### src/rtl/ip_arb_pkg.sv
// Shared types and defaults for the instruction-pointer update arbiter.
package ip_arb_pkg;

    localparam int IP_WIDTH_DEF  = 8;
    localparam int CNT_WIDTH_DEF = 8;

    typedef logic [IP_WIDTH_DEF-1:0] ip_t;

    localparam ip_t IP_RESET_DEF = 8'h00;

    typedef enum logic {
        OWNER_A = 1'b0,
        OWNER_B = 1'b1
    } owner_e;

    typedef enum logic {
        PRI_A = 1'b0,
        PRI_B = 1'b1
    } pri_e;

    // Round-robin step: after a grant the pointer names the other requester.
    function automatic pri_e pri_next(input pri_e cur, input logic grant_a, input logic grant_b);
        pri_e nxt;
        case ({grant_a, grant_b})
            2'b10:   nxt = PRI_B;
            2'b01:   nxt = PRI_A;
            default: nxt = cur;
        endcase
        return nxt;
    endfunction

endpackage

### src/rtl/ip_req_slot.sv
// One-entry holding slot for an ip update request. A granted slot can
// accept a new request in the same cycle, so one requester can sustain
// one update per clock.
module ip_req_slot
    import ip_arb_pkg::*;
#(
    parameter int W = IP_WIDTH_DEF
) (
    input  logic         clock,
    input  logic         reset,
    input  logic         valid,
    input  logic [W-1:0] data,
    input  logic         grant,
    output logic         ready,
    output logic         pending,
    output logic [W-1:0] value
);

    logic         pending_r;
    logic [W-1:0] value_r;
    logic         accept_s;

    assign ready    = !pending_r || grant;
    assign accept_s = valid && ready;
    assign pending  = pending_r;
    assign value    = value_r;

    // Capture on handshake, release on grant when nothing refills the slot.
    always_ff @(posedge clock or posedge reset) begin
        if (reset) begin
            pending_r <= 1'b0;
            value_r   <= {W{1'b0}};
        end else if (accept_s) begin
            pending_r <= 1'b1;
            value_r   <= data;
        end else if (grant) begin
            pending_r <= 1'b0;
        end else begin
            pending_r <= pending_r;
        end
    end

endmodule

### src/rtl/ip_update_arbiter.sv
// Round-robin arbiter serialising ip updates from requesters A and B onto a
// single registered instruction pointer, with a saturating conflict counter.
// Optional macro IP_UPDATE_ARBITER_TRACE_EN adds simulation-only update
// tracing and input-stability checks; behaviour is otherwise identical.
module ip_update_arbiter
    import ip_arb_pkg::*;
#(
    parameter int                   IP_WIDTH  = IP_WIDTH_DEF,
    parameter int                   CNT_WIDTH = CNT_WIDTH_DEF,
    parameter logic [IP_WIDTH-1:0]  IP_RESET  = IP_WIDTH'(IP_RESET_DEF)
) (
    input  logic                 clock,
    input  logic                 reset,
    input  logic                 a_valid,
    input  logic [IP_WIDTH-1:0]  a_ip,
    output logic                 a_ready,
    input  logic                 b_valid,
    input  logic [IP_WIDTH-1:0]  b_ip,
    output logic                 b_ready,
    output logic [IP_WIDTH-1:0]  ip,
    output logic                 ip_updated,
    output logic                 owner,
    output logic [CNT_WIDTH-1:0] conflicts
);

    logic                 a_pend_s;
    logic                 b_pend_s;
    logic [IP_WIDTH-1:0]  a_val_s;
    logic [IP_WIDTH-1:0]  b_val_s;
    logic                 a_grant_s;
    logic                 b_grant_s;
    logic                 both_s;

    pri_e                 pri_r;
    logic [IP_WIDTH-1:0]  ip_r;
    logic                 upd_r;
    owner_e               owner_r;
    logic [CNT_WIDTH-1:0] conf_r;

    ip_req_slot #(.W(IP_WIDTH)) u_slot_a (
        .clock   (clock),
        .reset   (reset),
        .valid   (a_valid),
        .data    (a_ip),
        .grant   (a_grant_s),
        .ready   (a_ready),
        .pending (a_pend_s),
        .value   (a_val_s)
    );

    ip_req_slot #(.W(IP_WIDTH)) u_slot_b (
        .clock   (clock),
        .reset   (reset),
        .valid   (b_valid),
        .data    (b_ip),
        .grant   (b_grant_s),
        .ready   (b_ready),
        .pending (b_pend_s),
        .value   (b_val_s)
    );

    assign both_s = a_pend_s && b_pend_s;

    // One winner per cycle: a lone pending slot wins, a tie goes to the pointer.
    always_comb begin
        a_grant_s = 1'b0;
        b_grant_s = 1'b0;
        case ({a_pend_s, b_pend_s})
            2'b10: a_grant_s = 1'b1;
            2'b01: b_grant_s = 1'b1;
            2'b11: begin
                if (pri_r == PRI_A) begin
                    a_grant_s = 1'b1;
                end else begin
                    b_grant_s = 1'b1;
                end
            end
            default: begin
                a_grant_s = 1'b0;
                b_grant_s = 1'b0;
            end
        endcase
    end

    // Priority pointer FSM: flips to the other requester after every grant.
    always_ff @(posedge clock or posedge reset) begin
        if (reset) begin
            pri_r <= PRI_A;
        end else begin
            pri_r <= pri_next(pri_r, a_grant_s, b_grant_s);
        end
    end

    // ip register, owner and update pulse driven by the winning slot.
    always_ff @(posedge clock or posedge reset) begin
        if (reset) begin
            ip_r    <= IP_RESET;
            owner_r <= OWNER_A;
            upd_r   <= 1'b0;
        end else if (a_grant_s) begin
            ip_r    <= a_val_s;
            owner_r <= OWNER_A;
            upd_r   <= 1'b1;
        end else if (b_grant_s) begin
            ip_r    <= b_val_s;
            owner_r <= OWNER_B;
            upd_r   <= 1'b1;
        end else begin
            upd_r   <= 1'b0;
        end
    end

    // Saturating count of edges at which both slots were waiting.
    always_ff @(posedge clock or posedge reset) begin
        if (reset) begin
            conf_r <= {CNT_WIDTH{1'b0}};
        end else if (both_s && (conf_r != {CNT_WIDTH{1'b1}})) begin
            conf_r <= conf_r + CNT_WIDTH'(1'b1);
        end else begin
            conf_r <= conf_r;
        end
    end

    assign ip         = ip_r;
    assign ip_updated = upd_r;
    assign owner      = owner_r;
    assign conflicts  = conf_r;

`ifdef IP_UPDATE_ARBITER_TRACE_EN
    logic                a_stall_r;
    logic                b_stall_r;
    logic [IP_WIDTH-1:0] a_ip_prev_r;
    logic [IP_WIDTH-1:0] b_ip_prev_r;

    // Trace each update and flag requesters that change data while stalled.
    always_ff @(posedge clock or posedge reset) begin
        if (reset) begin
            a_stall_r   <= 1'b0;
            b_stall_r   <= 1'b0;
            a_ip_prev_r <= {IP_WIDTH{1'b0}};
            b_ip_prev_r <= {IP_WIDTH{1'b0}};
        end else begin
            if (a_grant_s) begin
                $display("IPARB A ip=%d conflicts=%d", a_val_s, conf_r);
            end else if (b_grant_s) begin
                $display("IPARB B ip=%d conflicts=%d", b_val_s, conf_r);
            end
            if (a_stall_r && a_valid && (a_ip != a_ip_prev_r)) begin
                $error("IPARB a_ip changed while stalled");
            end
            if (b_stall_r && b_valid && (b_ip != b_ip_prev_r)) begin
                $error("IPARB b_ip changed while stalled");
            end
            a_stall_r   <= a_valid && !a_ready;
            b_stall_r   <= b_valid && !b_ready;
            a_ip_prev_r <= a_ip;
            b_ip_prev_r <= b_ip;
        end
    end
`else
    // Tracing disabled: no simulation-only logic is elaborated.
`endif

endmodule

### config.mk
export PLATFORM = sky130hd
export DESIGN_NAME = ip_update_arbiter
export DESIGN_NICKNAME = d
export VERILOG_FILES = /design/src/rtl/ip_arb_pkg.sv /design/src/rtl/ip_req_slot.sv /design/src/rtl/ip_update_arbiter.sv
export SDC_FILE = /design/constraint.sdc
export NUM_CORES = 1
export LEC_CHECK = 0
export ABC_AREA = 1
export BUFFER_PORTS_ARGS = -buffer_cell sky130_fd_sc_hd__buf_2
export CAP_MARGIN = 40
export CORE_MARGIN = 2
export CORE_UTILIZATION = 35
export CTS_CLUSTER_DIAMETER = 150
export DETAILED_ROUTE_END_ITERATION = 6
export PLACE_DENSITY = 0.56
export SETUP_SLACK_MARGIN = 0.05
export SKIP_LAST_GASP = 1
export SYNTH_ARGS = -nofsm -noshare
export SYNTH_HDL_FRONTEND = slang
export SYNTH_SLANG_ARGS = --single-unit
### constraint.sdc
create_clock -name clock -period 2.9 [get_ports clock]
set_clock_uncertainty 0.1 [all_clocks]
set_input_delay 0.87 -clock clock [delete_from_list [all_inputs] [get_ports clock]]
set_output_delay 0.87 -clock clock [all_outputs]
set_load 0.01 [all_outputs]
==> metrics.txt <==
status complete, no violations; Die Width roughly 73 um; slowest stage cell, crit path dfrtp_1; Area Overhead vs Synth 19.66%; hpwl dp 2552 um; Hold Path Origin u_slot_a.value[5]; Critical Path Start pri_r; Tot GR Track Use between 10% and 20%; DR vias/cell approximately 4.7; Final GP Congestion a little under 0.8; Max Cap Violations 0; critical path type reg -> out; Layout Cells excl Fill roughly 300; Seq/Total Area, Yosys a little over half; Nets 264; Clk pwr share 17.4%; P_leak 1.056 nW; RSZ-0062 raised after global routing false; TritonCTS clock tree yes; initial core utilization approximately 36%; synth top area cells dfrtp_1 (55%), nand2_1 (18%), nand3_1 (6.2%); Max Fanout on Critical Path 11; Crit. End Element output port; total die area roughly 5400 um2; post-DR wirelength/cell approximately 12 um; initial antenna violation count 0; pre-CTS setup slack 0.9232 ns; Hold Crit Class reg -> reg; Slew @ Worst Pin around 0.47 ns; Slew headroom between 60% and 70%; PD cells about 1100 nW/um2; Clk Latency, worst-skew pair approximately 0.29 ns; pin count of the biggest net entering global routing 38; Net Switching 0.0009190 W; Clock transition at path regs about 0.080 ns; CP top delay family flip-flops; placed cell count about 290; clk buf depth 2; total power between 0.002 and 0.0025 W; combinational group share of total power 41.0%; Pins Over Slew Limit 0; final hold viol count 0; Sink Count 37; die height 73.42 um; switch share a little over two fifths; number of remaining DRC errors 0; CTS Buf Count 5; Buffers on Ports 39; WP buf/inv 1; Antenna Cells 0; row count 25; CP max stage delay about 0.43 ns; vias post-DR 1394; Setup TNS 0 ns; layout cells sized above 1 about 26%; Setup crit start kind register; endpoints failing setup 0; Synth top area share between 50% and 60%; CP cell instances o21ai_2 -> nand2_2 -> buf_2; Post-Syn Instances just under 200; setup slack after layout just over 0.6 ns; CORE AREA between 4000 and 5000 um2; H-tree depth 2; post-CTS sizing 0; CP Data Required Time between 1.5 and 2 ns; post-CTS setup buffers 0; number of global-route vias before repair 1281; period utilisation layout between 70 and 80%; fin crit period roughly 2.3 ns; Synthesized Nets 222; Iteration-0 DRC Markers 87; sequential share of power 41.6%; Post-Syn Area per Cell about 8.5 um2; peak supply drop between 0.4 and 0.5 mV; internal power roughly 0.0013 W; max frequency about 440 MHz; io pins 40; mapped cell area ~1700 um2; r2r startpoint pri_r; clk root buf clkbuf_8; global-route wire length before repair around 6100 um; Congestion Overflow GR 0; Yosys warning total 0; Netlist cell types 23; Worst EP arrival ~1.3 ns; flops & latches, synth 37; area leader, netlist dfrtp_1; Post-DRT Antenna Nets 0; drt pass-1 iters 4; drt total wl ~3600 um; hold_buf cts 0
## cells in the final DEF (no fill, tap or decap), drive strengths merged
cell type,netlist,final
clkbuf,0,6
dfrtp,37,37
nor2,15,15
nand3,21,21
buf,5,40
nand2,89,89
xor2,1,1
inv,11,11
ha,3,3
o21ai,3,3
clkinv,1,3
xnor2,2,2
nand4,2,2
a21oi,1,1
a31oi,8,8
## per-layer routing
| layer | track usage (%) | vias up | wire length, um |
|---|---|---|---|
| met3 | 4.252 | 8 | 200 |
| met1 | 21.40 | 635 | 1699 |
| li1 | - | 715 | - |
| met5 | 0 | - | 0 |
| met2 | 21.42 | 36 | 1626 |
| met4 | 6.061 | 0 | 73 |
## worst min-delay path, delay by kind of cell, from the launching register on
kind / cells / cell delay (ns)
flip-flops: 1 / 0.35
AND/OR/NAND/NOR: 2 / 0.10
## Yosys cell counts
| cell | count |
|---|---|
| nand2_1 | 81 |
| dfrtp_1 | 37 |
| nand3_1 | 21 |
| nor2_1 | 14 |
| a31oi_1 | 8 |
| inv_1 | 7 |
| nand2_2 | 7 |
| ha_1 | 3 |
| inv_2 | 3 |
| buf_1 | 2 |
| buf_6 | 2 |
| nand4_1 | 2 |
| xnor2_1 | 2 |
| a21oi_1 | 1 |
| buf_2 | 1 |
| clkinv_1 | 1 |
| inv_4 | 1 |
| nand2_4 | 1 |
| nor2_4 | 1 |
| o21ai_0 | 1 |
| o21ai_1 | 1 |
| o21ai_2 | 1 |
| xor2_1 | 1 |
## final timing paths
kind / to / slack, ns / depth (start not counted)
max: b_ready / 0.62 / 3
min: u_slot_a.value[5] / 0.37 / 2
max reg2reg: ip[0] / 1.08 / 6
min reg2reg: u_slot_a.value[5] / 0.37 / 2
max in group asynchronous: conflicts[2] / 1.79 / 3
min in group asynchronous: ip[4] / 0.58 / 3
## power groups by stage
| stage | clock network [W] | logic (W) | registers, W |
|---|---|---|---|
| 6_report | 0.000381 | 0.000899 | 0.000913 |
| 5_1_grt | 0.000415 | 0.00104 | 0.000948 |
| 4_1_cts | 0.000394 | 0.000916 | 0.000917 |
| 3_5_place_dp | 0 | 0.000914 | 0.000927 |
| 3_3_place_gp | 0 | 0.000897 | 0.000924 |
| 2_1_floorplan | 0 | 0.000635 | 0.000942 |
## state kept, by name, indices dropped and copies added, names as in the netlist
signal            count
owner                 1
u_slot_b.value        8
u_slot_b.pending      1
pri_r                 1
conflicts             8
ip_updated            1
u_slot_a.pending      1
u_slot_a.value        8
ip                    8
## through the flow
| stage | hold slack [ns] | cell area (um2) | util (%) |
|---|---|---|---|
| finish | 0.3731 | 2018 | 43.01 |
| global route | 0.4105 | 2018 | 43.01 |
| CTS | 0.3792 | 2018 | 43.01 |
| detailed placement | 0.3593 | 1922 | 40.96 |
| global placement | 0.3560 | 1922 | 40.96 |
| floorplan | 0.3422 | 1687 | - |
## logic make-up after synthesis
group                    after synthesis  share of synthesized area [%]
AO/OA/AOI/OAI                         12                          4.376
XOR/XNOR                               3                          1.558
buffers and inverters                 17                          4.896
flip-flops                            37                          54.90
AND/OR/NAND/NOR                      127                          32.05
adder cells (fa/ha/maj)                3                          2.226
## area by class of cell
| type | instances | area [um2] |
|---|---|---|
| Clock buffer | 6 | 82.58 |
| Timing Repair Buffer | 40 | 202.7 |
| Sequential cell | 37 | 925.9 |
| Inverter | 12 | 47.55 |
| Clock inverter | 2 | 13.76 |
| Tap cell | 54 | 67.56 |
| Multi-Input combinational cell | 145 | 678.2 |
| Fill cell | 497 | 2674 |
(Power assumes the default switching activity.)
